`config.mk`:
```
export PLATFORM = sky130hd
export DESIGN_NAME = g711_compress
export DESIGN_NICKNAME = d
export VERILOG_FILES = /design/src/rtl/g711_compress.sv
export SDC_FILE = /design/constraint.sdc
export NUM_CORES = 1
export LEC_CHECK = 0
export ABC_AREA = 1
export BUFFER_PORTS_ARGS = -buffer_cell sky130_fd_sc_hd__buf_2
export CAP_MARGIN = 5
export CORE_ASPECT_RATIO = 0.6
export CORE_MARGIN = 2
export CORE_UTILIZATION = 60
export DETAILED_ROUTE_END_ITERATION = 10
export GPL_ROUTABILITY_DRIVEN = 0
export PLACE_DENSITY = 0.88
export SKIP_LAST_GASP = 1
export SLEW_MARGIN = 20
export SYNTH_ARGS = -nofsm -noshare
export SYNTH_HDL_FRONTEND = slang
export SYNTH_SLANG_ARGS = --single-unit
```
`constraint.sdc`:
```
create_clock -name clk -period 4.9 [get_ports clk]
set_input_delay 0.245 -clock clk [delete_from_list [all_inputs] [get_ports clk]]
set_output_delay 0.245 -clock clk [all_outputs]
set_load 0.05 [all_outputs]
```
`src/rtl/g711_compress.sv`:
```
// Iterative G.711 compressor: 14-bit linear sample to 8-bit A-law/u-law code, one segment compare per clock.
// Optional macro G711_CLIP_FLAG_EN adds clip_out, flagging samples that saturated the magnitude.
module g711_compress #(
    parameter int LIN_W     = 14,
    parameter int ULAW_BIAS = 33
) (
    input  logic             clk,
    input  logic             reset,
    input  logic             law,
    input  logic [LIN_W-1:0] lin_in,
    input  logic             in_valid,
    output logic             in_ready,
    output logic [7:0]       pcm_out,
`ifdef G711_CLIP_FLAG_EN
    output logic             clip_out,
`endif
    output logic             out_valid,
    input  logic             out_ready
);

    typedef enum logic [1:0] {IDLE, SEARCH, DONE} state_t;

    state_t      state_q, state_d;
    logic        law_q, law_d;
    logic        neg_q, neg_d;
    logic [12:0] mag_q, mag_d;
    logic [2:0]  s_q, s_d;
    logic [7:0]  pcm_q, pcm_d;

    // One's complement of a negative sample folds it onto 0..8191
    logic [12:0] in_abs;
    logic [14:0] absno_raw;
    logic [12:0] ulaw_mag;
    logic [12:0] alaw_mag;
    logic [13:0] thr;
    logic        hit;
    logic [3:0]  ush, ash;
    logic [3:0]  umant, amant;
    logic [7:0]  code;

    always_comb begin
        in_abs    = lin_in[LIN_W-1] ? ~lin_in[LIN_W-2:0] : lin_in[LIN_W-2:0];
        absno_raw = {2'b00, in_abs} + 15'(ULAW_BIAS);
        ulaw_mag  = (absno_raw > 15'd8191) ? 13'h1FFF : absno_raw[12:0];
        alaw_mag  = {2'b00, in_abs[12:2]};

        thr = law_q ? (14'd16 << s_q) : (14'd64 << s_q);
        hit = ({1'b0, mag_q} < thr) || (s_q == 3'd7);

        ush   = {1'b0, s_q} + 4'd1;
        ash   = (s_q == 3'd0) ? 4'd0 : ({1'b0, s_q} - 4'd1);
        umant = 4'(mag_q >> ush);
        amant = 4'(mag_q >> ash);
        code  = law_q ? ({~neg_q, s_q, amant} ^ 8'h55) : {~neg_q, ~s_q, ~umant};
    end

`ifdef G711_CLIP_FLAG_EN
    logic clip_pend_q, clip_pend_d;
    logic clip_q, clip_d;
    logic clip_raw;
    assign clip_raw = law ? (in_abs[12:2] == 11'h7FF) : (absno_raw > 15'd8191);
`endif

    always_comb begin
        state_d = state_q;
        law_d   = law_q;
        neg_d   = neg_q;
        mag_d   = mag_q;
        s_d     = s_q;
        pcm_d   = pcm_q;
`ifdef G711_CLIP_FLAG_EN
        clip_pend_d = clip_pend_q;
        clip_d      = clip_q;
`endif
        case (state_q)
            IDLE: begin
                if (in_valid) begin
                    law_d   = law;
                    neg_d   = lin_in[LIN_W-1];
                    mag_d   = law ? alaw_mag : ulaw_mag;
                    s_d     = 3'd0;
                    state_d = SEARCH;
`ifdef G711_CLIP_FLAG_EN
                    clip_pend_d = clip_raw;
`endif
                end
            end
            SEARCH: begin
                if (hit) begin
                    pcm_d   = code;
                    state_d = DONE;
`ifdef G711_CLIP_FLAG_EN
                    clip_d = clip_pend_q;
`endif
                end else begin
                    s_d = s_q + 3'd1;
                end
            end
            DONE: begin
                if (out_ready) state_d = IDLE;
            end
            default: state_d = IDLE;
        endcase
    end

    always_ff @(posedge clk) begin
        if (reset) begin
            state_q <= IDLE;
            law_q   <= 1'b0;
            neg_q   <= 1'b0;
            mag_q   <= '0;
            s_q     <= '0;
            pcm_q   <= 8'h00;
`ifdef G711_CLIP_FLAG_EN
            clip_pend_q <= 1'b0;
            clip_q      <= 1'b0;
`endif
        end else begin
            state_q <= state_d;
            law_q   <= law_d;
            neg_q   <= neg_d;
            mag_q   <= mag_d;
            s_q     <= s_d;
            pcm_q   <= pcm_d;
`ifdef G711_CLIP_FLAG_EN
            clip_pend_q <= clip_pend_d;
            clip_q      <= clip_d;
`endif
        end
    end

    assign in_ready  = (state_q == IDLE);
    assign out_valid = (state_q == DONE);
    assign pcm_out   = pcm_q;
`ifdef G711_CLIP_FLAG_EN
    assign clip_out  = clip_q;
`endif

endmodule

```
# [Word level (Yosys, flattened, before mapping)]
# Cells that the tools add are included.
[totals] elab_cells=49 latch_bits=0 memories=0 out_inout_bits=10 mem_bits_rw=0 reg_bits=28 romBits=0
[op_classes] n_lt_le_gt_ge=2 n_reduce_logical=8 div=0 addsub=4 n_mux=13 multipliers=0 n_eq_ne=7 n_bitwise=5 shift=4
[op_table] op="2-to-1 mux 13 bit" n=3
[op_table] op=">> shifter 13 x 4 -> 4 bit" n=2
[op_table] op="adder 13 x 6 -> 14 bit (second input constant)" n=1
[op_table] op="> comparator 14 x 13 -> 1 bit (second input constant)" n=1
[op_table] op="less-than comparator 13 x 14 -> 1 bit" n=1
[op_table] op="2-to-1 mux 14 bit" n=1
[op_table] op="left shift 5 x 3 -> 14 bit (first input constant)" n=1
[op_table] op="left shift 7 x 3 -> 14 bit (first input constant)" n=1
[op_table] op="inverter 13 bit" n=1
[op_table] op="inverter 4 bit" n=2
[op_table] op="2-to-1 mux 7 bit" n=1
[op_table] op="2-to-1 mux 2 bit" n=3
[op_table] op="2-to-1 mux 3 bit" n=2
[op_table] op="!= test 2 bit (second input constant)" n=3
[op_table] op="one-hot mux 2 bit (3 select lines)" n=1
[op_table] op="one-hot mux 3 bit (2 select lines)" n=1
[op_table] op="AND reduction 3 bit" n=2
[op_table] op="adder 3 x 1 -> 4 bit (second input constant)" n=1
[op_table] op="2-to-1 mux 4 bit" n=1
[op_table] op="AND reduction 2 bit" n=2
[op_table] op="subtractor 3 x 1 -> 4 bit (second input constant)" n=1
[op_table] op="adder 3 x 1 -> 3 bit (second input constant)" n=1
[op_table] op="equality test 3 bit (second input constant)" n=1
[op_table] op="logical NOT 3 bit" n=1
[op_table] op="other kinds (8)" n=8

# [Depth between registers and ports, before layout]
[depth] ltp_word=6 ltp_mapped=17 mapped_depth_nobuf=15

# [Least setup slack after synthesis]
# OpenSTA, ideal clock, no wires.
[synth_timing] path_kind="flip-flop to flip-flop" start="reg s_q[0]" end="reg pcm_q[3] (netlist: pcm_out[3])" stages_incl_launch_ff=16 t_required_ns=4.786 arrival_time_ns=2.297 setup_slack_ns=2.489 setup_ns=0.114 path_cell_list="dfxtp_1 buf_4 clkinv_1 clkbuf_1 nor3_1 o21ai_0 ha_1 a21oi_1 o21ai_0 nand2_1 nand3_2 nand2_2 nand2_2 buf_6 a21oi_1 nor2_1"
[synth_via] elab_chain_len=5
[synth_rtl] item="start, declared" line="27" text="logic [2:0] s_q, s_d;"
[synth_rtl] item="start signal, assigned" line="112" text="s_q <= '0;"
[synth_rtl] item="start signal, assigned" line="123" text="s_q <= s_d;"
[synth_rtl] item="left shift 7 x 3 -> 14 bit / left shift 5 x 3 -> 14 bit (equally long branches)" line="47" text="thr = law_q ? (14'd16 << s_q) : (14'd64 << s_q);"
[synth_rtl] item="2-to-1 mux 14 bit" line="47"
[synth_rtl] item="less-than comparator 13 x 14 -> 1 bit" line="48" text="hit = ({1'b0, mag_q} < thr) || (s_q == 3'd7);"
[synth_rtl] item="logical OR 1 bit" line="48"
[synth_rtl] item="AND reduction 2 bit (no source line)"
[synth_rtl] item="end signal, assigned" line="124" text="pcm_q <= pcm_d;"
[synth_rtl] item="end, declared" line="28" text="logic [7:0] pcm_q, pcm_d;"
# Several ways; a longest one is shown, not always the timed one.
# A chain may end at the register's enable or synchronous reset.

# [Worst setup path after layout]
[layout_timing] start="reg s_q[0]" end="reg pcm_q[1] (netlist: pcm_out[1])"
# The elaborated chain is that of the path after synthesis.

==> results.py <==
metrics = {
    "status": {
        "status": "completed",
    },
    "timing": {
        "max-slew-margin-rel": 0.427,
        "finalSetupViolCount": 0,
        "min_period_ns": 3.44,
        "max_clock_freq_mhz": 291,
        "worst_slew_pin_slew_ns": 0.857,
        "clock-skew-final_ns": 0.00924,
        "whs_ns": 0.196,
        "fin_crit_sh": 0.702,
        "timing_max_transition_violations_final": 0,
        "fin_setup_tns_ns": 0,
        "rsz0062_at_grt": "false",
        "hold_viol_final": 0,
    },
    "clock_network": {
        "tritoncts_num_sinks": 28,
        "cts_buffers": 3,
        "postCtsResizedCells": 0,
        "level_count_of_the_clock_h_tree": 1,
        "root_buffer": "sky130_fd_sc_hd__clkbuf_8",
        "clk_latency_ns": 0.29,
        "post_cts_hold_buffer_count": 0,
        "cts_setup_buffers": 0,
        "clk_pin_slew_ns": 0.11,
        "clk_path_buf_depth": 2,
        "tritoncts": "built",
    },
    "setup_path": {
        "setup.reg_to_reg.worst_slack_ns": 1.46,
        "crit_path_top_delay_cell": "sky130_fd_sc_hd__dfxtp_1",
        "reg_to_reg_startpoint": "s_q[0]",
        "timing.critical_path.slowest_cell_delay_ns": 0.81,
        "crit_arrival_ns": 3.63,
        "timing.critical_path.mode_cell": "sky130_fd_sc_hd__nor2_1",
        "worstReg2RegEnd": "pcm_out[1]",
        "cp-start-kind": "flip-flop",
        "critical_path.endpoint_type": "flip-flop",
        "cp-startpoint": "s_q[0]",
        "critical_path_required_ns": 5.10,
        "crit_path_max_fanout": 19,
        "critical_path_class": "flip-flop to flip-flop",
        "cp_cell_sequence": "clkinv_1, ha_1, ha_1, nor2_8, inv_1, nand2_1, nand3_1, nand3_1, nand2_1, a21oi_1, nor2_1, nor2_1, nor2_1",
        "rr_worst_depth": 13,
    },
    "worst_hold_path": {
        "min-delay-path-class": "primary input to flip-flop",
        "hold_start": "out_ready",
        "worst_hold_path.endpoint": "state_q[1]",
        "holdPathStages": 4,
    },
    "grt": {
        "grt_antenna_before_repair": 0,
        "maximum_number_of_pins_on_one_net_before_global_route_repair": 26,
        "first_global_vias": 2814,
        "gr-usage-all-layers": 0.293,
        "grt.overflow.total": 0,
        "grt_first_pass_wirelength_um": 13100,
    },
    "floorplanning": {
        "placementRows": 20,
        "die_x_um": 96.2,
        "placeableCoreArea_um2": 4980,
        "floorplan.initialDensity": 0.614,
        "floorplan.die_area_um2": 5700,
        "ioPinCount": 29,
        "dieHeight_um": 59.3,
    },
    "synthesis": {
        "synth_top_area_frac": 0.211,
        "synthTopCellsByArea": "sky130_fd_sc_hd__nand2_1, sky130_fd_sc_hd__dfxtp_1, sky130_fd_sc_hd__nand3_1",
        "syn_nets": 549,
        "yosysSeqAreaShare": 0.183,
        "postSynthRegisterBits": 28,
        "synth-warning-count": 0,
        "ys.flop_type": "sky130_fd_sc_hd__dfxtp_1",
        "synth.cell_area_um2": 3060,
        "synth_cell_type_count": 35,
        "asyncSetResetFlopFracSynth": 0,
        "synth_edf_count": 0,
        "avgSynthCellArea_um2": 5.94,
        "synthesis.instances": 515,
        "synthDominantAreaCellType": "sky130_fd_sc_hd__nand2_1",
    },
    "finish": {
        "final_common_cell": "sky130_fd_sc_hd__nand2_1",
        "finish.net_count": 564,
        "share_of_cells_above_drive_strength_1": 0.163,
        "area_growth_syn_to_layout_pct": 5.73,
        "num_antenna_cells": 0,
        "num-fill-cells": 446,
        "finish.instance_area_um2": 3230,
        "most-common-layout-cells": "sky130_fd_sc_hd__nand2_1, sky130_fd_sc_hd__inv_1, sky130_fd_sc_hd__nand3_1",
        "final_core_utilization": 0.649,
    },
    "power_and_ir_drop": {
        "total_power_mw": 1.23,
        "pwr_dens_nw_per_um2": 380,
        "p_leak_nw": 1.65,
        "ir_worst_vdd_uv": 216,
    },
    "flow_run": {
        "drv.max_cap_violation_count": 0,
    },
    "place": {
        "placement.io_buffers": 28,
        "dpl_cell_area_um2": 3160,
        "place.detailed.hpwl_um": 6060,
    },
    "drt": {
        "remaining_drc_errors": 0,
        "route.final.wire_length_um": 7890,
        "routed_via_density": 5.55,
        "via_count": 3301,
        "drt.antenna.violating_nets": 0,
        "drt_first_pass_iters": 6,
        "detail_route.iter0.violations": 423,
        "routed_wire_length_per_instance_um": 13.3,
    },
}
==> cells in the mapped netlist, types with 2 or more instances <==
cell type / number
sky130_fd_sc_hd__inv_1: 57
sky130_fd_sc_hd__o211ai_1: 3
sky130_fd_sc_hd__ha_1: 15
sky130_fd_sc_hd__a21oi_2: 12
sky130_fd_sc_hd__nor3_1: 3
sky130_fd_sc_hd__clkbuf_1: 8
sky130_fd_sc_hd__nor2_4: 2
sky130_fd_sc_hd__nand2_2: 10
sky130_fd_sc_hd__nand4_1: 5
sky130_fd_sc_hd__nand3_2: 2
sky130_fd_sc_hd__a21oi_1: 20
sky130_fd_sc_hd__nand2_1: 172
sky130_fd_sc_hd__or2_2: 2
sky130_fd_sc_hd__nand3_1: 48
sky130_fd_sc_hd__buf_2: 4
sky130_fd_sc_hd__buf_6: 3
sky130_fd_sc_hd__nor2_2: 5
sky130_fd_sc_hd__nor2_1: 39
sky130_fd_sc_hd__buf_4: 2
sky130_fd_sc_hd__nand2_4: 14
sky130_fd_sc_hd__o21ai_1: 3
sky130_fd_sc_hd__xor2_1: 4
sky130_fd_sc_hd__a31oi_1: 2
sky130_fd_sc_hd__clkinv_1: 2
sky130_fd_sc_hd__inv_2: 3
sky130_fd_sc_hd__dfxtp_1: 28
sky130_fd_sc_hd__o21ai_0: 38
sky130_fd_sc_hd__a21boi_0: 2
==> through the flow <==
step,setup slack [ns],cells
floorplan,2.49,515
global placement,1.75,591
detailed placement,1.61,591
CTS,1.57,595
global route,1.15,595
finish,1.46,595
==> worst max-delay path: cells and delay by family (launching register included) <==
kind / cells / cell delay [ns]
compound gates: 1 / 0.20
flops: 1 / 0.81
fa+ha+maj: 2 / 0.70
buf+inv: 2 / 0.80
simple gates: 8 / 0.83
==> routing by layer <==
| layer | GRT usage | vias up | wire, um |
|---|---|---|---|
| li1 | - | 1669 | - |
| met1 | 0.465 | 1457 | 3910 |
| met2 | 0.392 | 160 | 3050 |
| met3 | 0.0674 | 15 | 808 |
| met4 | 0.0694 | 0 | 117 |
| met5 | 0 | - | 0 |
==> power by group <==
group          switching, mW  total (mW)  internal, mW
Sequential            0.0584       0.325         0.267
Combinational          0.489       0.710         0.221
Clock                 0.0837       0.194         0.110
Total                  0.631        1.23         0.598
==> state kept, by name (all words and copies together) (netlist names) <==
name,flops
neg_q,1
law_q,1
pcm_out,8
s_q,3
mag_q,13
state_q,2
==> worst max-delay path by stage <==
stage	to	slack, ns	cells past startpoint
6_report	pcm_out[1]	1.46	13
3_5_place_dp	pcm_out[0]	1.61	14
4_1_cts	pcm_out[0]	1.57	14
5_1_grt	pcm_out[1]	1.15	13
2_1_floorplan	pcm_out[3]	2.49	15
3_3_place_gp	pcm_out[1]	1.75	10
==> cell type report <==
type / count / area (um^2) / area share
multi-input cells: 406 / 2140 / 0.660
well taps: 66 / 82.6 / 0.0255
clock buffers: 3 / 41.3 / 0.0128
repair buffers: 28 / 140 / 0.0433
inverters: 63 / 244 / 0.0754
clock inverters: 1 / 30.0 / 0.00928
flip-flops and latches: 28 / 561 / 0.173
==> cell families after synthesis <==
logic type	count (synthesis)	share of synthesized area
AND/OR/NAND/NOR	303	0.459
AO/OA/AOI/OAI	83	0.161
buffers and inverters	81	0.119
flip-flops	28	0.183
adder cells (fa/ha/maj)	15	0.0613
XOR/XNOR	5	0.0168
Note: power is estimated with default switching activity, not from simulation.
